--- src/rtl/router_ctrl.sv ---
`default_nettype none
// ============================================================================
//  Module   : router_ctrl
//  Purpose  : Packet-sequencing controller for the 1x3 router. Decodes the
//             header address, steers writes into one of three output FIFOs,
//             sequences header/payload/parity loads, stalls the source on a
//             full FIFO and runs a read-timeout watchdog per FIFO.
//  Ports    : clock, reset           - clock (rising edge), async active-high
//             pkt_valid, data_in     - source strobe and byte (addr = [1:0])
//             fifo_full/fifo_empty   - per-FIFO status flags
//             read_enb               - destination read enables
//             parity_done            - parity byte captured by register block
//             low_pkt_valid          - pkt_valid fell during FIFO_FULL_STATE
//             write_enb              - one-hot FIFO write enable
//             soft_reset             - one-cycle watchdog flush per FIFO
//             valid_out              - per-FIFO data-available flag
//             busy                   - source stall
//             detect_add, lfd_state, ld_state, laf_state, full_state,
//             rst_int_reg            - state decodes to the register block
//             fifo_full_sel          - full flag of the selected FIFO
//  Revision : 1.0 - initial release
// ============================================================================
module router_ctrl #(
  parameter int TIMEOUT = 30,  // idle cycles before soft_reset fires
  parameter int CW      = 5    // watchdog counter width, 2**CW > TIMEOUT
) (
  input  logic       clock,
  input  logic       reset,
  input  logic       pkt_valid,
  input  logic [7:0] data_in,
  input  logic [2:0] fifo_full,
  input  logic [2:0] fifo_empty,
  input  logic [2:0] read_enb,
  input  logic       parity_done,
  input  logic       low_pkt_valid,
  output logic [2:0] write_enb,
  output logic [2:0] soft_reset,
  output logic [2:0] valid_out,
  output logic       busy,
  output logic       detect_add,
  output logic       lfd_state,
  output logic       ld_state,
  output logic       laf_state,
  output logic       full_state,
  output logic       rst_int_reg,
  output logic       fifo_full_sel
);

  typedef enum logic [2:0] {
    DECODE_ADDRESS     = 3'd0,
    LOAD_FIRST_DATA    = 3'd1,
    LOAD_DATA          = 3'd2,
    LOAD_PARITY        = 3'd3,
    FIFO_FULL_STATE    = 3'd4,
    LOAD_AFTER_FULL    = 3'd5,
    WAIT_TILL_EMPTY    = 3'd6,
    CHECK_PARITY_ERROR = 3'd7
  } state_t;

  localparam logic [CW-1:0] c_TERM_CNT = CW'(TIMEOUT - 1);

  state_t     state_q;
  logic [1:0] addr_q;
  logic [1:0] hdr_addr;
  logic [1:0] sel;
  logic       hdr_ok;
  logic       abort;
  logic       wr_state;
  logic       unused_data;

  assign hdr_addr    = data_in[1:0];
  assign hdr_ok      = pkt_valid && (hdr_addr != 2'd3);
  assign unused_data = ^data_in[7:2];

  // While decoding, the header on the bus selects the FIFO; afterwards the
  // latched address does.
  assign sel           = (state_q == DECODE_ADDRESS) ? hdr_addr : addr_q;
  assign fifo_full_sel = (sel == 2'd3) ? 1'b0 : fifo_full[sel];
  assign valid_out     = ~fifo_empty;

  // addr_q never holds 3, so this index is always in range.
  assign abort = soft_reset[addr_q] && (state_q != DECODE_ADDRESS);

  // --------------------------------------------------------------------------
  // Sequencing FSM
  // --------------------------------------------------------------------------
  always_ff @(posedge clock or posedge reset) begin
    if (reset) begin
      state_q <= DECODE_ADDRESS;
      addr_q  <= 2'd0;
    end else begin
      if ((state_q == DECODE_ADDRESS) && hdr_ok) begin
        addr_q <= hdr_addr;
      end
      if (abort) begin
        // A flush of the FIFO being written kills the packet outright.
        state_q <= DECODE_ADDRESS;
      end else begin
        case (state_q)
          DECODE_ADDRESS: begin
            if (hdr_ok) begin
              state_q <= fifo_empty[hdr_addr] ? LOAD_FIRST_DATA : WAIT_TILL_EMPTY;
            end
          end
          WAIT_TILL_EMPTY: begin
            if (fifo_empty[addr_q]) begin
              state_q <= LOAD_FIRST_DATA;
            end
          end
          LOAD_FIRST_DATA: state_q <= LOAD_DATA;
          LOAD_DATA: begin
            if (fifo_full_sel) begin
              state_q <= FIFO_FULL_STATE;
            end else if (!pkt_valid) begin
              state_q <= LOAD_PARITY;
            end
          end
          FIFO_FULL_STATE: begin
            if (!fifo_full_sel) begin
              state_q <= LOAD_AFTER_FULL;
            end
          end
          LOAD_AFTER_FULL: begin
            if (parity_done) begin
              state_q <= DECODE_ADDRESS;
            end else if (low_pkt_valid) begin
              state_q <= LOAD_PARITY;
            end else begin
              state_q <= LOAD_DATA;
            end
          end
          LOAD_PARITY: state_q <= CHECK_PARITY_ERROR;
          CHECK_PARITY_ERROR: begin
            state_q <= fifo_full_sel ? FIFO_FULL_STATE : DECODE_ADDRESS;
          end
          default: state_q <= DECODE_ADDRESS;
        endcase
      end
    end
  end

  // --------------------------------------------------------------------------
  // Moore decodes
  // --------------------------------------------------------------------------
  assign detect_add  = (state_q == DECODE_ADDRESS);
  assign lfd_state   = (state_q == LOAD_FIRST_DATA);
  assign ld_state    = (state_q == LOAD_DATA);
  assign laf_state   = (state_q == LOAD_AFTER_FULL);
  assign full_state  = (state_q == FIFO_FULL_STATE);
  assign rst_int_reg = (state_q == CHECK_PARITY_ERROR);
  assign busy        = !((state_q == DECODE_ADDRESS) || (state_q == LOAD_DATA));

  assign wr_state = (state_q == LOAD_FIRST_DATA) || (state_q == LOAD_DATA) ||
                    (state_q == LOAD_PARITY)     || (state_q == LOAD_AFTER_FULL);

  generate
    for (genvar k = 0; k < 3; k++) begin : g_we
      assign write_enb[k] = (addr_q == 2'(k)) && wr_state;
    end
  endgenerate

  // --------------------------------------------------------------------------
  // Read-timeout watchdogs, one per FIFO
  // --------------------------------------------------------------------------
  generate
    for (genvar k = 0; k < 3; k++) begin : g_wd
      logic [CW-1:0] cnt_q;
      logic [CW-1:0] cnt_d;
      logic          sr_q;
      logic          sr_d;
      logic          idle;

      assign idle = valid_out[k] && !read_enb[k];

      // Terminal count restarts the counter instead of wrapping, so a FIFO
      // left unread keeps flushing every TIMEOUT cycles.
      always_comb begin
        cnt_d = '0;
        sr_d  = 1'b0;
        if (idle) begin
          if (cnt_q == c_TERM_CNT) begin
            sr_d = 1'b1;
          end else begin
            cnt_d = cnt_q + 1'b1;
          end
        end
      end

      always_ff @(posedge clock or posedge reset) begin
        if (reset) begin
          cnt_q <= '0;
          sr_q  <= 1'b0;
        end else begin
          cnt_q <= cnt_d;
          sr_q  <= sr_d;
        end
      end

      assign soft_reset[k] = sr_q;
    end
  endgenerate

endmodule
`default_nettype wire

--- config.mk ---
export PLATFORM = sky130hd
export DESIGN_NAME = router_ctrl
export DESIGN_NICKNAME = d
export VERILOG_FILES = /design/src/rtl/router_ctrl.sv
export SDC_FILE = /design/constraint.sdc
export NUM_CORES = 1
export LEC_CHECK = 0
export BUFFER_PORTS_ARGS = -buffer_cell sky130_fd_sc_hd__buf_2
export CAP_MARGIN = 20
export CORE_ASPECT_RATIO = 0.75
export CORE_MARGIN = 2
export CORE_UTILIZATION = 56
export DETAILED_ROUTE_END_ITERATION = 8
export HOLD_SLACK_MARGIN = 0.03
export PLACE_DENSITY = 0.93
export SLEW_MARGIN = 25
export SYNTH_ARGS = -nofsm -noshare
export SYNTH_HDL_FRONTEND = slang
export SYNTH_SLANG_ARGS = --single-unit
--- constraint.sdc ---
create_clock -name clock -period 2.95 [get_ports clock]
set_clock_uncertainty 0.05 [all_clocks]
set_input_delay 0.295 -clock clock [delete_from_list [all_inputs] [get_ports clock]]
set_output_delay 0.295 -clock clock [all_outputs]
set_load 0.03 [all_outputs]
# == Word level (Yosys, flattened, before mapping) ==
# Cells that the tools add are included.
# Widths: inputs -> output; s select.
# totals
elab_cells,87
reg_bits,23
in_bits,22
out_inout_bits,17
# op_classes
mux,33
reduce_logical,21
magnitude_cmp,3
n_bitwise,1
n_addsub,3
eq_ne,18
# op_table
op,n
$mux 5,6
$mux 3,8
$pmux 3 s8,1
$add 5x1->5 const B,3
$eq 5x5->1 const B,3
$eq 3x3->1 const B,4
$mux 1,12
$logic_and 1x1->1,9
$lt 2x3->1 const B,3
$bmux 1 s2,4
$eq 3x2->1 const B,2
$eq 2x2->1 const B,2
$logic_not 1->1,4
$logic_or 1x1->1,4
$mux 2,2
$ne 4x2->1 const B,1
$reduce_and 4->1,1
$eq 3x1->1 const B,1
$logic_not 3->1,1
$ne 3x1->1 const B,1
$ne 3x2->1 const B,1
$ne 3x3->1 const B,1
$not 3->3,1
$reduce_bool 3->1,1
3 further kinds,3

# == Depth between registers and ports, before layout ==
# Gate-level depths: netlist (run 1).
# depth
depth_word,8
ltp_mapped,8
mapped_depth_nobuf,6

# == Least setup slack after synthesis (run 1) ==
# Ideal clock, no wire load.
# synth_path
kind,register to register
start,register state_q[0]
end,register state_q[0]
path_buffers,1
path_slack_ps,849
stages_incl_launch_ff,7
t_arrival_ps,1925
path_cell_list,dfrtp_1 clkbuf_1 nor3b_1 nand2_1 o2bb2ai_2 a21oi_2 a21boi_2
# synth_rtl
item,line,rtl
"start, declared",62,state_t state_q;
"start signal, assigned",102,state_q <= fifo_empty[hdr_addr] ? LOAD_FIRST_DATA : WAIT_TILL_EMPTY;
"start signal, assigned",134,state_q <= fifo_full_sel ? FIFO_FULL_STATE : DECODE_ADDRESS;
$eq 3x2->1 (*),--,
via ld_state,42,"output logic ld_state,"
$pmux 3 s8 or $ne 4x2->1 (tied branches),--,
$mux 3 or $reduce_and 4->1 (tied branches),--,
# Mark *: on every way through the listed nets, which the timed path passes. The rest lies on a longest branch. The select of a mux whose other input is x is not followed.
# A chain may end at the register's enable or synchronous reset.

# == Worst setup path after layout (run 1) ==
# layout_path
start,register state_q[1]
end,output fifo_full_sel
# layout_between
elab_chain_len,5
# layout_lines
item,line,rtl
$logic_not 3->1 (*),77,assign sel = (state_q == DECODE_ADDRESS) ? hdr_addr : addr_q;
$mux 2 (*),77,
$bmux 1 s2,78,assign fifo_full_sel = (sel == 2'd3) ? 1'b0 : fifo_full[sel];
$mux 1 (not written as such),78,
$mux 1 (*),78,
"end, declared",46,output logic fifo_full_sel
# Mark *: on every way between the ends. The rest lies on a longest branch, timed or not. The select of a mux whose other input is x is not followed.

==> results.cfg, run 1 <==
[pwr]
netSwitchingPower_uw = 625
internal_power_uw = 681
p_sw_share_pct = 47.8
p_per_area_nw_per_um2 = 796
p_comb_share_pct = 53.1
p_seq_share_pct = 35.9
ir_drop_mv = 0.278
power_frac_clock_pct = 11.0
leakagePower_nw = 0.785
finalPower_mw = 1.31

[route]
first_pass_iters = 4
ant_nets = 0
drt-wirelength-per-cell_um = 12.6
drc_errors = 0
vias_per_cell = 5.46
first_iter_violations = 84
routed_wl_mm = 2.88
dr_total_vias = 1250

[logic_synthesis]
synthAdderAreaFrac_pct = 5.09
synthDistinctLibCells = 42
synth.ff_latch_count = 23
synth_ff_type = dfrtp_1
synthMuxAreaShare_pct = 4.07
synth_xor_area_share_pct = 5.34
synth-compound-area-share_pct = 13.1
synth_edf_count = 0
synth_nets = 195
netlist_instances = 167
syn_avg_cell_area_um2 = 8.83
seq_area_frac_synth_pct = 39.0
yosys_warnings = 0
async_flop_share_pct = 100
synth-simple-area-share_pct = 25.3
synthesis.area_um2 = 1480
synth_top_family_by_area = simple AND/OR/NAND/NOR gates

[die]
floorplan.rows = 16
dieArea_um2 = 3070
start_util_pct = 57.6
core_area_um2 = 2560
dieWidth_um = 63.3
ios = 39
die_h_um = 48.5

[global_route]
grt-ovfl-total = 0
grt_pass1_wl_mm = 4.89
grt_max_degree = 24
antenna_found_initial = 0
grt_use_total_pct = 19.9
grt_pass1_vias = 1112

[finish]
diodes = 0
area_growth_pct = 11.2
final_nets = 222
drive_gt1_share_pct = 21.8

[sta]
post-route-period-util_pct = 72.4
setup_violations = 0
final-max-slew-violation-count = 0
min_period_ns = 2.14
tightest_slew_ns = 0.807
relSlewSlack_pct = 46.1
tns_ns = 0
max_freq_ghz = 0.468
hold_ws_ns = 0.0604
rsz0062_at_grt = false
hold_violations = 0

[cts]
clock_path_buffers = 2
cts.sinks = 23
post_cts_buffers = 0
tritoncts = done
cts-resized-gates = 0
htreeDepth = 1
path_clk_slew_ns = 0.12
worst_skew_pair.late_latency_ns = 0.31
cts_hold_buf = 0
cts_buffers = 3
clock-root-buffer = clkbuf_4

[critical_path]
crit_top_cell = nor2_1
critical_path.max_fanout = 14
startpoint_type = flop
worstPathRequired_ns = 2.61
slowest_delay_ns = 0.55
crit_type = flop to output port
slowest_stage = dfrtp_1
path_cells = or3_4, clkinv_8, nor2_1, nor2_1, buf_2
arrival_ns = 1.79
end_kind = output port

[min_path]
hp-class = input port to asynchronous set/reset pin

[status]
status = finished, final reports clean

[job]
cap_violations = 0

[place]
dp_hpwl_mm = 2.15
port_buffers = 32
place.gp.congestion = 0.808
-- layer usage --
metal	vias to the layer above	global-route usage [%]	part of all wire, %	wire length (µm)
met5	-	0	0	0
met4	0	5.43	1.5	43
met3	6	4.42	4.3	125
met2	27	31.9	47	1370
met1	591	27.5	47	1350
li1	626	-	-	-
-- Yosys cell counts (2+ instances only) --
| cell type | count | area share (%) |
|---|---|---|
| nor2_1 | 31 | 7.9 |
| dfrtp_1 | 23 | 39 |
| nand2_1 | 12 | 3.1 |
| inv_1 | 10 | 2.5 |
| ha_1 | 6 | 5.1 |
| mux2i_1 | 6 | 4.1 |
| nand3_1 | 6 | 2.0 |
| xor2_1 | 6 | 3.6 |
| nand3b_1 | 5 | 2.5 |
| nor3_1 | 5 | 1.7 |
| o21ai_0 | 5 | 1.7 |
| o211ai_1 | 4 | 2.0 |
| a21oi_1 | 3 | 1.0 |
| buf_4 | 3 | 1.5 |
| clkbuf_1 | 3 | 0.76 |
| nand2b_1 | 3 | 1.3 |
| nand4_1 | 3 | 1.3 |
| nor3b_1 | 3 | 1.5 |
| xnor2_1 | 3 | 1.8 |
| and2_1 | 2 | 0.85 |
| buf_2 | 2 | 0.68 |
| buf_6 | 2 | 1.5 |
| o22a_1 | 2 | 1.2 |
-- cells by family after synthesis --
group / count (synthesis)
AO/OA/AOI/OAI: 26
XOR/XNOR: 9
adder cells (fa/ha/maj): 6
buffers and inverters: 21
flip-flops: 23
multiplexers: 6
AND/OR/NAND/NOR: 76
-- power by group through the flow --
stage | Sequential (mW) | Combinational [mW] | Clock [mW]
final | 0.469 | 0.694 | 0.144
after global placement | 0.468 | 0.677 | 0
after floorplan | 0.393 | 0.649 | 0
after CTS | 0.464 | 0.695 | 0.147
after global routing | 0.487 | 0.754 | 0.162
after detailed placement | 0.472 | 0.691 | 0
-- per-stage QoR --
stage               setup slack [ns]  utilization, %  area [µm²]  cells
floorplan                      0.849               -        1480    167
global placement                1.15            63.0        1610    225
detailed placement              1.11            63.0        1610    225
CTS                            0.824            64.0        1640    229
global route                   0.670            64.0        1640    229
finish                         0.814            64.0        1640    229
-- critical path, delay by kind of cell (launching register included) --
kind	cells	cell delay, ns
flip-flops	1	0.55
buffers and inverters	2	0.28
AND/OR/NAND/NOR	3	0.65
-- sequential cells by signal (all words and copies together), names as in the netlist --
signal	flops
addr_q	2
g_wd.cnt_q	15
state_q	3
g_wd.sr_q	3
-- path summary, 6_finish.rpt --
path                                       startpoint                    endpoint  slack, ns  cells past startpoint
max                            state_q[1]$_DFFE_PP0P_               fifo_full_sel       0.81                      5
min                                             reset  g_wd[0].cnt_q[2]$_DFF_PP0_       0.06                      2
max reg2reg                    state_q[1]$_DFFE_PP0P_      state_q[1]$_DFFE_PP0P_       1.08                      6
min reg2reg                g_wd[0].cnt_q[0]$_DFF_PP0_  g_wd[0].cnt_q[0]$_DFF_PP0_       0.46                      1
max in group asynchronous                       reset  g_wd[2].cnt_q[0]$_DFF_PP0_       2.28                      2
min in group clock                        read_enb[1]      g_wd[1].sr_q$_DFF_PP0_       0.09                      2
-- final cells by class --
class	count	area, µm²
clock buffers	4	26.3
multi-input cells	123	779
repair buffers	32	160
fillers	239	922
inverters	11	53.8
well taps	36	45.0
flip-flops and latches	23	576
-- cells in the final DEF (no fill, tap or decap), types with 4 or more instances in the layout --
cell and instances:
buf_2 32, dfrtp_1 23, ha_1 6, inv_1 10, mux2i_1 6, nand2_1 12
nand3_1 6, nand3b_1 5, nor2_1 31, nor3_1 5, o211ai_1 4, o21ai_0 5
xor2_1 6
Power figures use the tool's default switching activity.
==> run 2: changes to the inputs <==
Settings changed: ABC_AREA from default to 1, CORE_UTILIZATION 56 to 52, PLACE_DENSITY 0.93 to 0.88.
Clock period 2.95 ns to 2 ns, I/O delays scaled along.
==> results.cfg, run 2 <==
[status]
status = finished, final reports clean

[min_path]
min_path_cells = 2
hp-class = input port to flop
min_from = read_enb[1]
worst_hold_path.endpoint = g_wd[1].sr_q$_DFF_PP0_

[route]
vias_per_cell = 5.00
drt-wirelength-per-cell_um = 11.3
routed_wl_mm = 2.85
first_pass_iters = 4
dr_total_vias = 1260
ant_nets = 0
drc_errors = 0
first_iter_violations = 84

[cts]
cts-resized-gates = 0
worst_skew_pair.late_latency_ns = 0.27
htreeDepth = 1
path_clk_slew_ns = 0.08
tritoncts = done
clock-root-buffer = clkbuf_8
cts_buffers = 3
clock_path_buffers = 2
cts.sinks = 23

[sta]
tns_ns = 0
rsz0062_at_grt = false
max_freq_ghz = 0.536
relSlewSlack_pct = 71.2
min_period_ns = 1.87
final-max-slew-violation-count = 0
setup_violations = 0
hold_violations = 0
post-route-period-util_pct = 93.3
tightest_slew_ns = 0.425

[logic_synthesis]
synth.top_cell.area_share_pct = 40.2
yosysTopAreaCell = dfrtp_1
synth_ff_type = dfrtp_1
synth_commonest_cells = nor2_1, nand2_1, dfrtp_1
syn_avg_cell_area_um2 = 7.82
seq_area_frac_synth_pct = 40.2
synth.ff_latch_count = 23
synth_nets = 211
synthDistinctLibCells = 22
netlist_instances = 183
async_flop_share_pct = 100
synthesis.area_um2 = 1430
synth_most_common_cell = nor2_1
yosys_warnings = 0
synth_edf_count = 0
synth_area_leaders = dfrtp_1, nor2_1, nand2_1

[finish]
final_nets = 245
diodes = 0
postLayoutCellArea_um2 = 1660
final_cell_mix = buf_2, nor2_1, nand2_1, dfrtp_1, inv_1
top_register = g_wd.cnt_q
area_growth_pct = 15.9
reg_top3 = g_wd.cnt_q: 15 flops, g_wd.sr_q: 3 flops, state_q: 3 flops
drive_gt1_share_pct = 25.9
stdcell_count = 252
layout_commonest_cell = buf_2
largest_register_ffs = 15
fill_cells = 236

[place]
port_buffers = 32
place.gp.congestion = 0.837
dp_cells = 247
placed_area_um2 = 1600
dp_hpwl_mm = 2.28

[die]
core_area_um2 = 2620
start_util_pct = 54.6
ios = 39
die_h_um = 49.4
dieWidth_um = 64.6
floorplan.rows = 16
dieArea_um2 = 3190

[job]
cap_violations = 0

[critical_path]
slowest_delay_ns = 0.51
rr_worst_depth = 12
cp_top_family = flip-flops
end_kind = output port
arrival_ns = 1.62
slowest_stage = dfrtp_1
regToRegSetupSlack_ns = 0.35
critical_path.max_fanout = 8
r2r-end = state_q[1]$_DFFE_PP0P_
crit_start = state_q[1]$_DFFE_PP0P_
worstPathRequired_ns = 1.75
crit_type = flop to output port
r2r-start = state_q[1]$_DFFE_PP0P_
path_buf_inv = 1
path_cells = nand2_1, o21ai_0, nor3_1, buf_2
startpoint_type = flop

[pwr]
leakagePower_nw = 0.918
p_per_area_nw_per_um2 = 1240
finalPower_mw = 2.05
ir_drop_mv = 0.747

[global_route]
grt_max_degree = 24
grt_use_total_pct = 20.1
antenna_found_initial = 0
grt_pass1_wl_mm = 4.95
grt-ovfl-total = 0
grt_pass1_vias = 1172
## run 2: changes by cell type in the layout (fill, tap and decap cells not counted), moves of 4 or more
| cell | before | now |
|---|---|---|
| inv_1 | 10 | 22 |
| nand2_1 | 12 | 28 |
| nand3_1 | 6 | 20 |
| nand2_2 | 0 | 9 |
| inv_2 | 0 | 4 |
| mux2i_1 | 6 | 0 |
| o211ai_1 | 4 | 0 |
| nand3b_1 | 5 | 0 |
## run 2: how the worst max path moves through the flow
stage / to / slack (ns) / cells after the start
4_1_cts: write_enb[0] / 0.14 / 4
5_1_grt: fifo_full_sel / 0.009 / 8
3_5_place_dp: state_q[1]$_DFFE_PP0P_ / 0.36 / 12
2_1_floorplan: write_enb[0] / 0.35 / 4
3_3_place_gp: state_q[1]$_DFFE_PP0P_ / 0.38 / 12
6_report: write_enb[0] / 0.13 / 4
## run 2: logic make-up (layout without fill, tap and decap cells)
logic type | after synthesis | after routing | share of synthesized area (%)
AOI/OAI and AO/OA | 14 | 14 | 5.42
xor gates and xnor gates | 9 | 9 | 5.51
adders and majority gates | 6 | 6 | 5.24
buffers and inverters | 31 | 64 | 9.70
DFF | 23 | 23 | 40.2
and+or+nand+nor | 100 | 100 | 33.9
## run 2: repair_timing
action | CTS | global route
hold buffers | 1 | 0
buffers inserted | 0 | 0
hold endpoints to repair | 23 | 0
## run 2: power breakdown
group / switching (mW) / total (mW) / leakage (nW) / internal [mW]
Clock: 0.145 / 0.284 / 0.0255 / 0.139
Sequential: 0.115 / 0.638 / 0.310 / 0.523
Combinational: 0.772 / 1.13 / 0.583 / 0.358
Total: 1.03 / 2.05 / 0.918 / 1.02
## run 2: per-layer routing
| layer | wire, µm | GRT usage, % | up-vias | part of all wire [%] |
|---|---|---|---|---|
| met4 | 25 | 5.32 | 0 | 0.88 |
| li1 | - | - | 647 | - |
| met5 | 0 | 0 | - | 0 |
| met2 | 1310 | 33.2 | 33 | 46 |
| met1 | 1370 | 26.3 | 576 | 48 |
| met3 | 145 | 5.08 | 4 | 5.1 |
## run 2: cell type report
cell class / instances / area (µm²) / area share [%]
well taps: 36 / 45.0 / 2.71
inverters: 26 / 97.6 / 5.88
multi-input cells: 129 / 717 / 43.2
flip-flops and latches: 23 / 576 / 34.7
clock inverters: 1 / 5.00 / 0.302
clock buffers: 3 / 41.3 / 2.49
repair buffers: 34 / 178 / 10.7
## run 2: metrics by stage
| stage | util, % | setup WS, ns | hold WS [ns] |
|---|---|---|---|
| floorplan | - | 0.346 | 0.152 |
| global placement | 61.1 | 0.383 | 0.196 |
| detailed placement | 61.1 | 0.359 | 0.201 |
| CTS | 63.3 | 0.137 | 0.0378 |
| global route | 63.3 | 0.00925 | 0.0461 |
| finish | 63.3 | 0.135 | 0.0405 |
## run 2: worst reg2reg max path: stages, from the launching register on
cell and delay [ns]:
dfrtp_1 0.51, nor2_8 0.20, nand2_4 0.10, nand2_2 0.08
nand3_2 0.07, nand2_2 0.06, nand2_2 0.06, nand3_1 0.10
nand3_1 0.08, nand2_1 0.08, inv_1 0.04, nand2_1 0.05
nand2_1 0.05
